<file path="config.mk">
export PLATFORM = sky130hd
export DESIGN_NAME = muldiv_seq_flat
export DESIGN_NICKNAME = d
export VERILOG_FILES = /design/src/rtl/muldiv_seq_if.sv /design/src/rtl/muldiv_seq.sv /design/src/flat_wrapper.sv
export SDC_FILE = /design/constraint.sdc
export NUM_CORES = 1
export LEC_CHECK = 0
export ABC_CLOCK_PERIOD_IN_PS = 4700
export BUFFER_PORTS_ARGS = -buffer_cell sky130_fd_sc_hd__clkbuf_2
export CAP_MARGIN = 20
export CORE_ASPECT_RATIO = 0.7
export CORE_MARGIN = 3
export CORE_UTILIZATION = 44
export DETAILED_ROUTE_END_ITERATION = 12
export SYNTH_ARGS = -nofsm -noshare
export SYNTH_HDL_FRONTEND = slang
export SYNTH_SLANG_ARGS = --single-unit
</file>
<file path="constraint.sdc">
create_clock -name clock -period 4.7 [get_ports clock]
set_input_delay 0.94 -clock clock [delete_from_list [all_inputs] [get_ports clock]]
set_output_delay 0.94 -clock clock [all_outputs]
set_load 0.02 [all_outputs]
</file>
<file path="src/rtl/muldiv_seq_if.sv">
// Request/response bundle between the EX stage and the sequential multiply/divide unit.
// The master side presents operations; the slave side owns the HI/LO registers.
interface muldiv_seq_if;
  localparam int unsigned W    = 32;
  localparam int unsigned OP_W = 3;

  logic            req_valid;
  logic [OP_W-1:0] req_op;
  logic [W-1:0]    req_a;
  logic [W-1:0]    req_b;
  logic            kill;
  logic            req_ready;
  logic            busy;
  logic            done;
  logic [W-1:0]    hi;
  logic [W-1:0]    lo;

  modport master (
    output req_valid, req_op, req_a, req_b, kill,
    input  req_ready, busy, done, hi, lo
  );

  modport slave (
    input  req_valid, req_op, req_a, req_b, kill,
    output req_ready, busy, done, hi, lo
  );
endinterface

</file>
<file path="src/rtl/muldiv_seq.sv">
// Sequential 32-bit multiply/divide unit with architectural HI/LO registers.
// Radix-2 shift-add multiply and restoring divide on magnitudes; signs are fixed up in a final FIX cycle.
module muldiv_seq (
  input  logic         clock,
  input  logic         reset,
  muldiv_seq_if.slave  bus
);
  localparam int unsigned W    = 32;
  localparam int unsigned CW   = 5;
  localparam int unsigned OP_W = 3;

  localparam logic [OP_W-1:0] OP_MULTU = OP_W'(0);
  localparam logic [OP_W-1:0] OP_MULT  = OP_W'(1);
  localparam logic [OP_W-1:0] OP_DIVU  = OP_W'(2);
  localparam logic [OP_W-1:0] OP_DIV   = OP_W'(3);
  localparam logic [OP_W-1:0] OP_MTHI  = OP_W'(4);
  localparam logic [OP_W-1:0] OP_MTLO  = OP_W'(5);

  typedef enum logic [1:0] {IDLE, RUN, FIX} state_t;

  state_t        state;
  logic [CW-1:0] cnt;
  logic          is_div;
  logic          neg_lo;
  logic          neg_hi;
  logic [W-1:0]  opnd;
  logic [W-1:0]  acc_hi;
  logic [W-1:0]  acc_lo;
  logic [W-1:0]  hi_q;
  logic [W-1:0]  lo_q;
  logic          done_q;
  logic          busy_q;
  logic          ready_q;

  logic          accept_c;
  logic          signed_op_c;
  logic          a_neg_c;
  logic          b_neg_c;
  logic [W-1:0]  a_abs_c;
  logic [W-1:0]  b_abs_c;
  logic [W:0]    mul_sum_c;
  logic [W:0]    div_shift_c;
  logic [W:0]    div_diff_c;
  logic          div_ge_c;
  logic [W-1:0]  step_hi_c;
  logic [W-1:0]  step_lo_c;
  logic [2*W-1:0] prod_neg_c;

  // Operand conditioning and one iteration of the active algorithm.
  always_comb begin
    accept_c    = (state == IDLE) && bus.req_valid && !bus.kill;
    signed_op_c = (bus.req_op == OP_MULT) || (bus.req_op == OP_DIV);
    a_neg_c     = signed_op_c && bus.req_a[W-1];
    b_neg_c     = signed_op_c && bus.req_b[W-1];
    a_abs_c     = a_neg_c ? (W'(0) - bus.req_a) : bus.req_a;
    b_abs_c     = b_neg_c ? (W'(0) - bus.req_b) : bus.req_b;

    mul_sum_c   = {1'b0, acc_hi} + (acc_lo[0] ? {1'b0, opnd} : (W+1)'(0));
    div_shift_c = {acc_hi, acc_lo[W-1]};
    div_ge_c    = div_shift_c >= {1'b0, opnd};
    div_diff_c  = div_shift_c - {1'b0, opnd};

    step_hi_c = mul_sum_c[W:1];
    step_lo_c = {mul_sum_c[0], acc_lo[W-1:1]};
    if (is_div) begin
      step_hi_c = div_ge_c ? div_diff_c[W-1:0] : div_shift_c[W-1:0];
      step_lo_c = {acc_lo[W-2:0], div_ge_c};
    end

    prod_neg_c = (2*W)'(0) - {acc_hi, acc_lo};
  end

  // Control FSM, shadow datapath and architectural HI/LO.
  always_ff @(posedge clock) begin
    if (reset) begin
      state   <= IDLE;
      cnt     <= '0;
      is_div  <= 1'b0;
      neg_lo  <= 1'b0;
      neg_hi  <= 1'b0;
      opnd    <= '0;
      acc_hi  <= '0;
      acc_lo  <= '0;
      hi_q    <= '0;
      lo_q    <= '0;
      done_q  <= 1'b0;
      busy_q  <= 1'b0;
      ready_q <= 1'b1;
    end else begin
      done_q <= 1'b0;
      case (state)
        IDLE: begin
          if (accept_c) begin
            case (bus.req_op)
              OP_MTHI: hi_q <= bus.req_a;
              OP_MTLO: lo_q <= bus.req_a;
              OP_MULTU, OP_MULT, OP_DIVU, OP_DIV: begin
                state   <= RUN;
                cnt     <= '0;
                busy_q  <= 1'b1;
                ready_q <= 1'b0;
                is_div  <= bus.req_op[1];
                acc_hi  <= '0;
                if (bus.req_op[1] && (bus.req_b == '0)) begin
                  // Divide by zero: unsigned run on the raw dividend yields all-ones / dividend.
                  opnd   <= '0;
                  acc_lo <= bus.req_a;
                  neg_lo <= 1'b0;
                  neg_hi <= 1'b0;
                end else if (bus.req_op[1]) begin
                  opnd   <= b_abs_c;
                  acc_lo <= a_abs_c;
                  neg_lo <= a_neg_c ^ b_neg_c;
                  neg_hi <= a_neg_c;
                end else begin
                  opnd   <= a_abs_c;
                  acc_lo <= b_abs_c;
                  neg_lo <= a_neg_c ^ b_neg_c;
                  neg_hi <= a_neg_c ^ b_neg_c;
                end
              end
              default: ;
            endcase
          end
        end
        RUN: begin
          if (bus.kill) begin
            state   <= IDLE;
            busy_q  <= 1'b0;
            ready_q <= 1'b1;
          end else begin
            acc_hi <= step_hi_c;
            acc_lo <= step_lo_c;
            cnt    <= cnt + CW'(1);
            if (cnt == CW'(31)) state <= FIX;
          end
        end
        FIX: begin
          state   <= IDLE;
          busy_q  <= 1'b0;
          ready_q <= 1'b1;
          if (!bus.kill) begin
            done_q <= 1'b1;
            if (is_div) begin
              lo_q <= neg_lo ? (W'(0) - acc_lo) : acc_lo;
              hi_q <= neg_hi ? (W'(0) - acc_hi) : acc_hi;
            end else begin
              {hi_q, lo_q} <= neg_lo ? prod_neg_c : {acc_hi, acc_lo};
            end
          end
        end
        default: begin
          state   <= IDLE;
          busy_q  <= 1'b0;
          ready_q <= 1'b1;
        end
      endcase
    end
  end

  assign bus.hi        = hi_q;
  assign bus.lo        = lo_q;
  assign bus.done      = done_q;
  assign bus.busy      = busy_q;
  assign bus.req_ready = ready_q;
endmodule

</file>
<file path="src/flat_wrapper.sv">
// flat-port wrapper written by rule: the top's interface ports become plain ports
module muldiv_seq_flat 
  (clock, reset, bus_req_valid, bus_req_op, bus_req_a, bus_req_b, bus_kill, bus_req_ready, bus_busy, bus_done, bus_hi, bus_lo);
  muldiv_seq_if bus_i ();
  input  logic clock;
  input  logic reset;
  input wire logic [$bits(bus_i.req_valid)-1:0] bus_req_valid;
  input wire logic [$bits(bus_i.req_op)-1:0] bus_req_op;
  input wire logic [$bits(bus_i.req_a)-1:0] bus_req_a;
  input wire logic [$bits(bus_i.req_b)-1:0] bus_req_b;
  input wire logic [$bits(bus_i.kill)-1:0] bus_kill;
  output wire logic [$bits(bus_i.req_ready)-1:0] bus_req_ready;
  output wire logic [$bits(bus_i.busy)-1:0] bus_busy;
  output wire logic [$bits(bus_i.done)-1:0] bus_done;
  output wire logic [$bits(bus_i.hi)-1:0] bus_hi;
  output wire logic [$bits(bus_i.lo)-1:0] bus_lo;
  assign bus_i.req_valid = bus_req_valid;
  assign bus_i.req_op = bus_req_op;
  assign bus_i.req_a = bus_req_a;
  assign bus_i.req_b = bus_req_b;
  assign bus_i.kill = bus_kill;
  assign bus_req_ready = bus_i.req_ready;
  assign bus_busy = bus_i.busy;
  assign bus_done = bus_i.done;
  assign bus_hi = bus_i.hi;
  assign bus_lo = bus_i.lo;
  muldiv_seq u_core (.clock(clock), .reset(reset), .bus(bus_i));
endmodule
</file>
After elaboration in Yosys (flattened, before gate mapping). Index checks and enable logic that the tools add are counted.

Logic and storage cells: 112. Bits in registers: 173. Input bits: 71.

Equality and inequality tests: 16. Bitwise logic cells: 2. Add/subtract/negate cells: 8. Order comparisons: 1. Reduce and logical (&&, ||, !) cells: 20. Multiplexer cells: 52.

Operators by type and width (number): $mux W32 (26); $pmux W32 S2 (4); $sub A1 B32 Y32 const A (4); $mux W64 (1); $sub A1 B64 Y64 const A (1); $add A32 B32 Y33 (1); $ge A33 B32 Y1 (1); $logic_not A32 Y1 (1); $sub A32 B32 Y32 (1); $mux W5 (3); $ne A2 B2 Y1 const B (6); $reduce_and A4 Y1 (3); $mux W1 (10); $pmux W5 S2 (1); $reduce_and A3 Y1 (3); $mux W2 (4); $eq A3 B2 Y1 const B (2); $eq A3 B3 Y1 const B (2); $add A5 B1 Y5 const B (1); $eq A5 B5 Y1 const B (1); $logic_and A1 B1 Y1 (5); $pmux W1 S2 (2); $pmux W2 S2 (1); $reduce_bool A2 Y1 (2); 13 further kinds (13).

Longest topological paths before layout.
Word-level depth: 9. Mapped depth: 13. Mapped depth without buffers: 12.

Worst setup path after synthesis. Ideal clock, no wire load.

Path type: input port to flip-flop. Start point: input bus_req_b[15]. End point: register u_core.acc_lo[28]. Library setup time: 86 ps. Buffers on the path: 1. Path slack: 1500 ps. Required time: 4614 ps. Stages on the path: 9. Arrival: 3115 ps. Cells stage by stage: or4_1 > nor4_4 > nand3_1 > buf_2 > o21ai_0 > xnor2_1 > o221ai_1 > a32o_1 > a211oi_1.

Longest elaborated chain between the ends: 7. Elaborated cells on any way between the ends: 9. Classes of those cells: add/sub: 1; mux: 6; reduce/logical: 2.

RTL lines: start, declared (RTL line flat_wrapper.sv:10) `input wire logic [$bits(bus_i.req_b)-1:0] bus_req_b;`; $sub A1 B32 Y32 (RTL line muldiv_seq.sv:56) `b_abs_c = b_neg_c ? (W'(0) - bus.req_b) : bus.req_b;`; $mux W32 (RTL line muldiv_seq.sv:56); $mux W32 (RTL line muldiv_seq.sv:110) `end else if (bus.req_op[1]) begin`; $mux W32 * (RTL line muldiv_seq.sv:104) `if (bus.req_op[1] && (bus.req_b == '0)) begin`; $mux W32 * (RTL line muldiv_seq.sv:94) `case (bus.req_op)`; $mux W32 * (RTL line muldiv_seq.sv:93) `if (accept_c) begin`; $pmux W32 S2 * (RTL line muldiv_seq.sv:91) `case (state)`; end signal, assigned (RTL line muldiv_seq.sv:107) `acc_lo <= bus.req_a;`; end signal, assigned (RTL line muldiv_seq.sv:112) `acc_lo <= a_abs_c;`; end signal, assigned (RTL line muldiv_seq.sv:117) `acc_lo <= b_abs_c;`; end, declared (RTL line muldiv_seq.sv:28) `logic [W-1:0] acc_lo;`.

Every way passes the cells marked *; elsewhere a longest branch is shown, timed or not. The select of a mux whose other input is x is not followed. A chain may end at the register's enable or synchronous reset.

Worst setup path in the final report.
Start point: register u_core.acc_lo[0]. End point: register u_core.acc_hi[31].

Longest elaborated chain between the ends: 5.

RTL lines: $mux W32 (RTL line muldiv_seq.sv:58) `mul_sum_c = {1'b0, acc_hi} + (acc_lo[0] ? {1'b0, opnd} : (W+1)'(0));`; $add A32 B32 Y33 (RTL line muldiv_seq.sv:58); $mux W32 (RTL line muldiv_seq.sv:65) `if (is_div) begin`; $mux W32 (RTL line muldiv_seq.sv:127) `if (bus.kill) begin`; $pmux W32 S2 (RTL line muldiv_seq.sv:91); end signal, assigned (RTL line muldiv_seq.sv:132) `acc_hi <= step_hi_c;`; end, declared (RTL line muldiv_seq.sv:27) `logic [W-1:0] acc_hi;`.

No other way between the ends. The select of a mux whose other input is x is not followed.

==> impl_metrics.py <==
metrics = {
    "run_status": {
        "status": "complete, no violations",
    },
    "timing": {
        "hold_viol_final": 0,
        "setup_viol": 0,
        "fin_crit_ns": 3.931,
        "rsz0062_at_grt": "no",
        "maxSlewViolCount": 0,
        "fin_worst_skew_ns": 0.01037,
        "max_clock_freq_mhz": 254.4,
        "worst_pin_slew_ns": 1.047,
        "fin_crit_sh_pct": 83.64,
        "setup_tns_ns": 0,
        "relSlewSlack_pct": 30.19,
    },
    "die": {
        "die_area_sq_um": 37720,
        "die_w_microns": 230.8,
        "die_h_microns": 163.4,
        "design.portCount": 138,
        "initial_core_util_pct": 45.54,
        "core_sq_um": 34190,
        "rows": 56,
    },
    "yosys": {
        "synth-edff-count": 0,
        "synth_area_leaders": "dfxtp_1 22%, nor2_1 6.2%, a21oi_1 6.1%, ha_1 5.6%, xor2_1 5.4%",
        "ys_types": 93,
        "synth_area_sq_um": 15570,
        "synth_nets": 2288,
        "synth-main-ff-cell": "dfxtp_1",
        "syn_avg_cell_area_sq_um": 7.259,
        "synth_largest_area_cell": "dfxtp_1",
        "syn_inst": 2145,
        "synth_seq_area_share_pct": 22.24,
        "yosysTopAreaCellShare_pct": 22.24,
        "ys_ff_latch": 173,
        "ys_async_sr_fraction_pct": 0,
        "yosys_warnings": 0,
    },
    "worst_setup_path": {
        "start_kind": "register",
        "required_ns": 5.09,
        "end_kind": "register",
        "path_class": "reg2reg",
        "arrival_ns": 4.32,
        "worstPathMaxFanout": 18,
    },
    "global_routing": {
        "grt_max_degree": 94,
        "antenna_found_initial": 2,
        "grt_overflow_total": 0,
        "grt_pass1_vias": 15390,
        "grt_pass1_wl_microns": 98660,
        "grtUsageTotal_pct": 34.52,
    },
    "run": {
        "cap_violations": 0,
    },
    "drt": {
        "wl_per_cell_microns": 25.13,
        "routed_wl_microns": 67230,
        "drc": 0,
        "dr.pass1.iters": 6,
        "drt_iter0_markers": 2514,
        "via_per_inst": 6.485,
        "num_vias": 17350,
        "ant_nets": 0,
    },
    "cts": {
        "holdBufCountCts": 0,
        "cts_resized": 0,
        "cts_max_level": 4,
        "cts_setup_buffers": 0,
        "insertion_delay_ns": 0.47,
        "cts_root_buf": "clkbuf_16",
        "cts.sinks": 173,
        "cts_max_path_buffers": 2,
        "clkTransAtPathRegs_ns": 0.08,
        "cts-buffers-inserted": 17,
        "cts_tree": "yes",
    },
    "place": {
        "place.gp.congestion": 1.022,
        "port_buffers": 137,
        "dpl.hpwl_microns": 52530,
    },
    "power_and_ir_drop": {
        "leakagePower_nw": 6.915,
        "ir_worst_vdd_uv": 294.0,
        "power.density_nw_per_um2": 244.2,
    },
    "cells_and_area": {
        "postLayoutCoreUtil_pct": 50.07,
        "fin_nets": 2340,
        "area_growth_pct": 9.957,
        "drive_gt1_share_pct": 12.40,
        "fill_cells": 3491,
    },
    "min_path": {
        "hp-class": "reg2reg",
    },
}
synth_stat cells (all sizes together), types with 8 or more instances:
cell / n
nor2: 257
nand2: 213
a21oi: 189
dfxtp: 173
o21ai: 159
clkbuf: 129
xor2: 96
xnor2: 86
ha: 70
inv: 69
nor3: 58
a211oi: 50
mux2i: 50
nand3: 45
o31ai: 31
a21o: 29
buf: 27
or3: 26
a31oi: 22
nand4: 22
or4: 22
nor4: 21
o211ai: 20
a22o: 19
o41ai: 17
nor2b: 15
or2: 15
a22oi: 14
a311oi: 14
nand2b: 14
and3: 11
a211o: 10
o21a: 10
a32o: 9
a221oi: 8
a32oi: 8
nor3b: 8
report_power, final:
group | total, mW | internal, mW | switching (mW)
logic | 1.14 | 0.385 | 0.760
registers | 1.56 | 1.50 | 0.0612
clock network | 1.47 | 0.707 | 0.765
total | 4.18 | 2.59 | 1.59
per-layer routing:
| layer | routed length (microns) | part of all wire, % | vias to the layer above | global-route usage [%] |
|---|---|---|---|---|
| met2 | 24820 | 37 | 1140 | 44.24 |
| li1 | - | - | 7933 | - |
| met1 | 30590 | 45 | 8199 | 53.02 |
| met3 | 10740 | 16 | 72 | 13.13 |
| met5 | 89 | 0.13 | - | 1.693 |
| met4 | 991 | 1.5 | 3 | 7.093 |
flip-flops by register name, summed over array words and instances, names as in the netlist, 2 cells and up:
signal	cells
u_core.bus.lo	32
u_core.acc_lo	32
u_core.bus.hi	32
u_core.opnd	32
u_core.acc_hi	32
u_core.cnt	5
u_core.state	2
layout by cell type (no fill, tap or decap), types with 9 or more instances in the layout:
cell type	netlist	routed
nand2b_1	14	14
a211o_1	10	10
nor3_1	56	55
o21ai_1	9	9
and3_1	11	11
a21oi_1	189	189
o31ai_1	30	30
or2_2	13	13
inv_1	69	69
nor2b_1	15	13
clkbuf_2	1	136
o21a_1	10	10
xor2_1	96	96
mux2i_1	50	50
a22oi_1	14	14
a211oi_1	50	50
nor4_1	16	16
clkbuf_16	0	17
nand3_1	45	45
nand2_1	213	213
a22o_1	19	19
ha_1	70	70
o41ai_1	16	16
a311oi_1	14	14
a31oi_1	22	22
nand4_1	21	21
buf_4	5	54
a21o_1	29	29
or4_1	19	19
or3_1	26	26
o21ai_0	148	148
dfxtp_1	173	172
o211ai_1	20	20
xnor2_1	86	86
nor2_1	257	254
a32o_1	9	9
path summary, 6_finish.rpt:
kind	start	to	slack, ns	cells after the start
worst min register to register	u_core.opnd[20]	u_core.opnd[20]	0.45	2
worst max-delay path	u_core.acc_lo[0]	u_core.acc_hi[31]	0.77	13
worst min-delay path	u_core.opnd[20]	u_core.opnd[20]	0.45	2
worst max register to register	u_core.acc_lo[0]	u_core.acc_hi[31]	0.77	13
worst max-delay path, stage by stage, from the launching register on:
cell and delay, ns:
dfxtp_1 0.31, inv_1 0.41, buf_4 0.35, nor2_1 0.08, ha_1 0.52, nand4_1 0.23, nor3_1 0.53, nand2_1 0.11
a211oi_1 0.29, buf_4 0.21, o211ai_1 0.08, a21boi_0 0.30, o2111ai_1 0.15, a211oi_1 0.26
cell families (layout without fill, tap and decap cells):
group                      after synthesis  after routing  synth area share, %
and+or+nand+nor                        751            751                22.83
AOI/OAI and AO/OA                      686            686                28.96
buffers and inverters                  226            291                6.268
xor gates and xnor gates               182            182                10.24
DFF                                    173            173                22.24
adders and majority gates               72             72                5.882
muxes                                   55             55                3.576
other                                    0              1                    0
metrics by stage:
step | worst slack (ns) | hold WS (ns) | std cells | total power, mW | cell area (sq um)
floorplan | 1.500 | 0.4225 | 2145 | 2.296 | 15570
global placement | 0.9395 | 0.4379 | 2642 | 2.679 | 16540
detailed placement | 0.8578 | 0.4397 | 2642 | 2.685 | 16540
CTS | 0.9189 | 0.4499 | 2674 | 4.128 | 17120
global route | 0.6107 | 0.4715 | 2674 | 4.305 | 17120
finish | 0.7688 | 0.4536 | 2675 | 4.180 | 17120
area by class of cell:
| class | instances | area [sq um] | share of cell area [%] |
|---|---|---|---|
| Timing Repair Buffer | 190 | 1086 | 6.344 |
| Antenna cell | 1 | 2.502 | 0.01462 |
| Multi-Input combinational cell | 1746 | 11150 | 65.15 |
| Clock inverter | 15 | 148.9 | 0.8697 |
| Clock buffer | 17 | 425.4 | 2.485 |
| Tap cell | 464 | 580.6 | 3.391 |
| Inverter | 69 | 259.0 | 1.513 |
| Sequential cell | 173 | 3465 | 20.24 |
(Power assumes the default switching activity.)
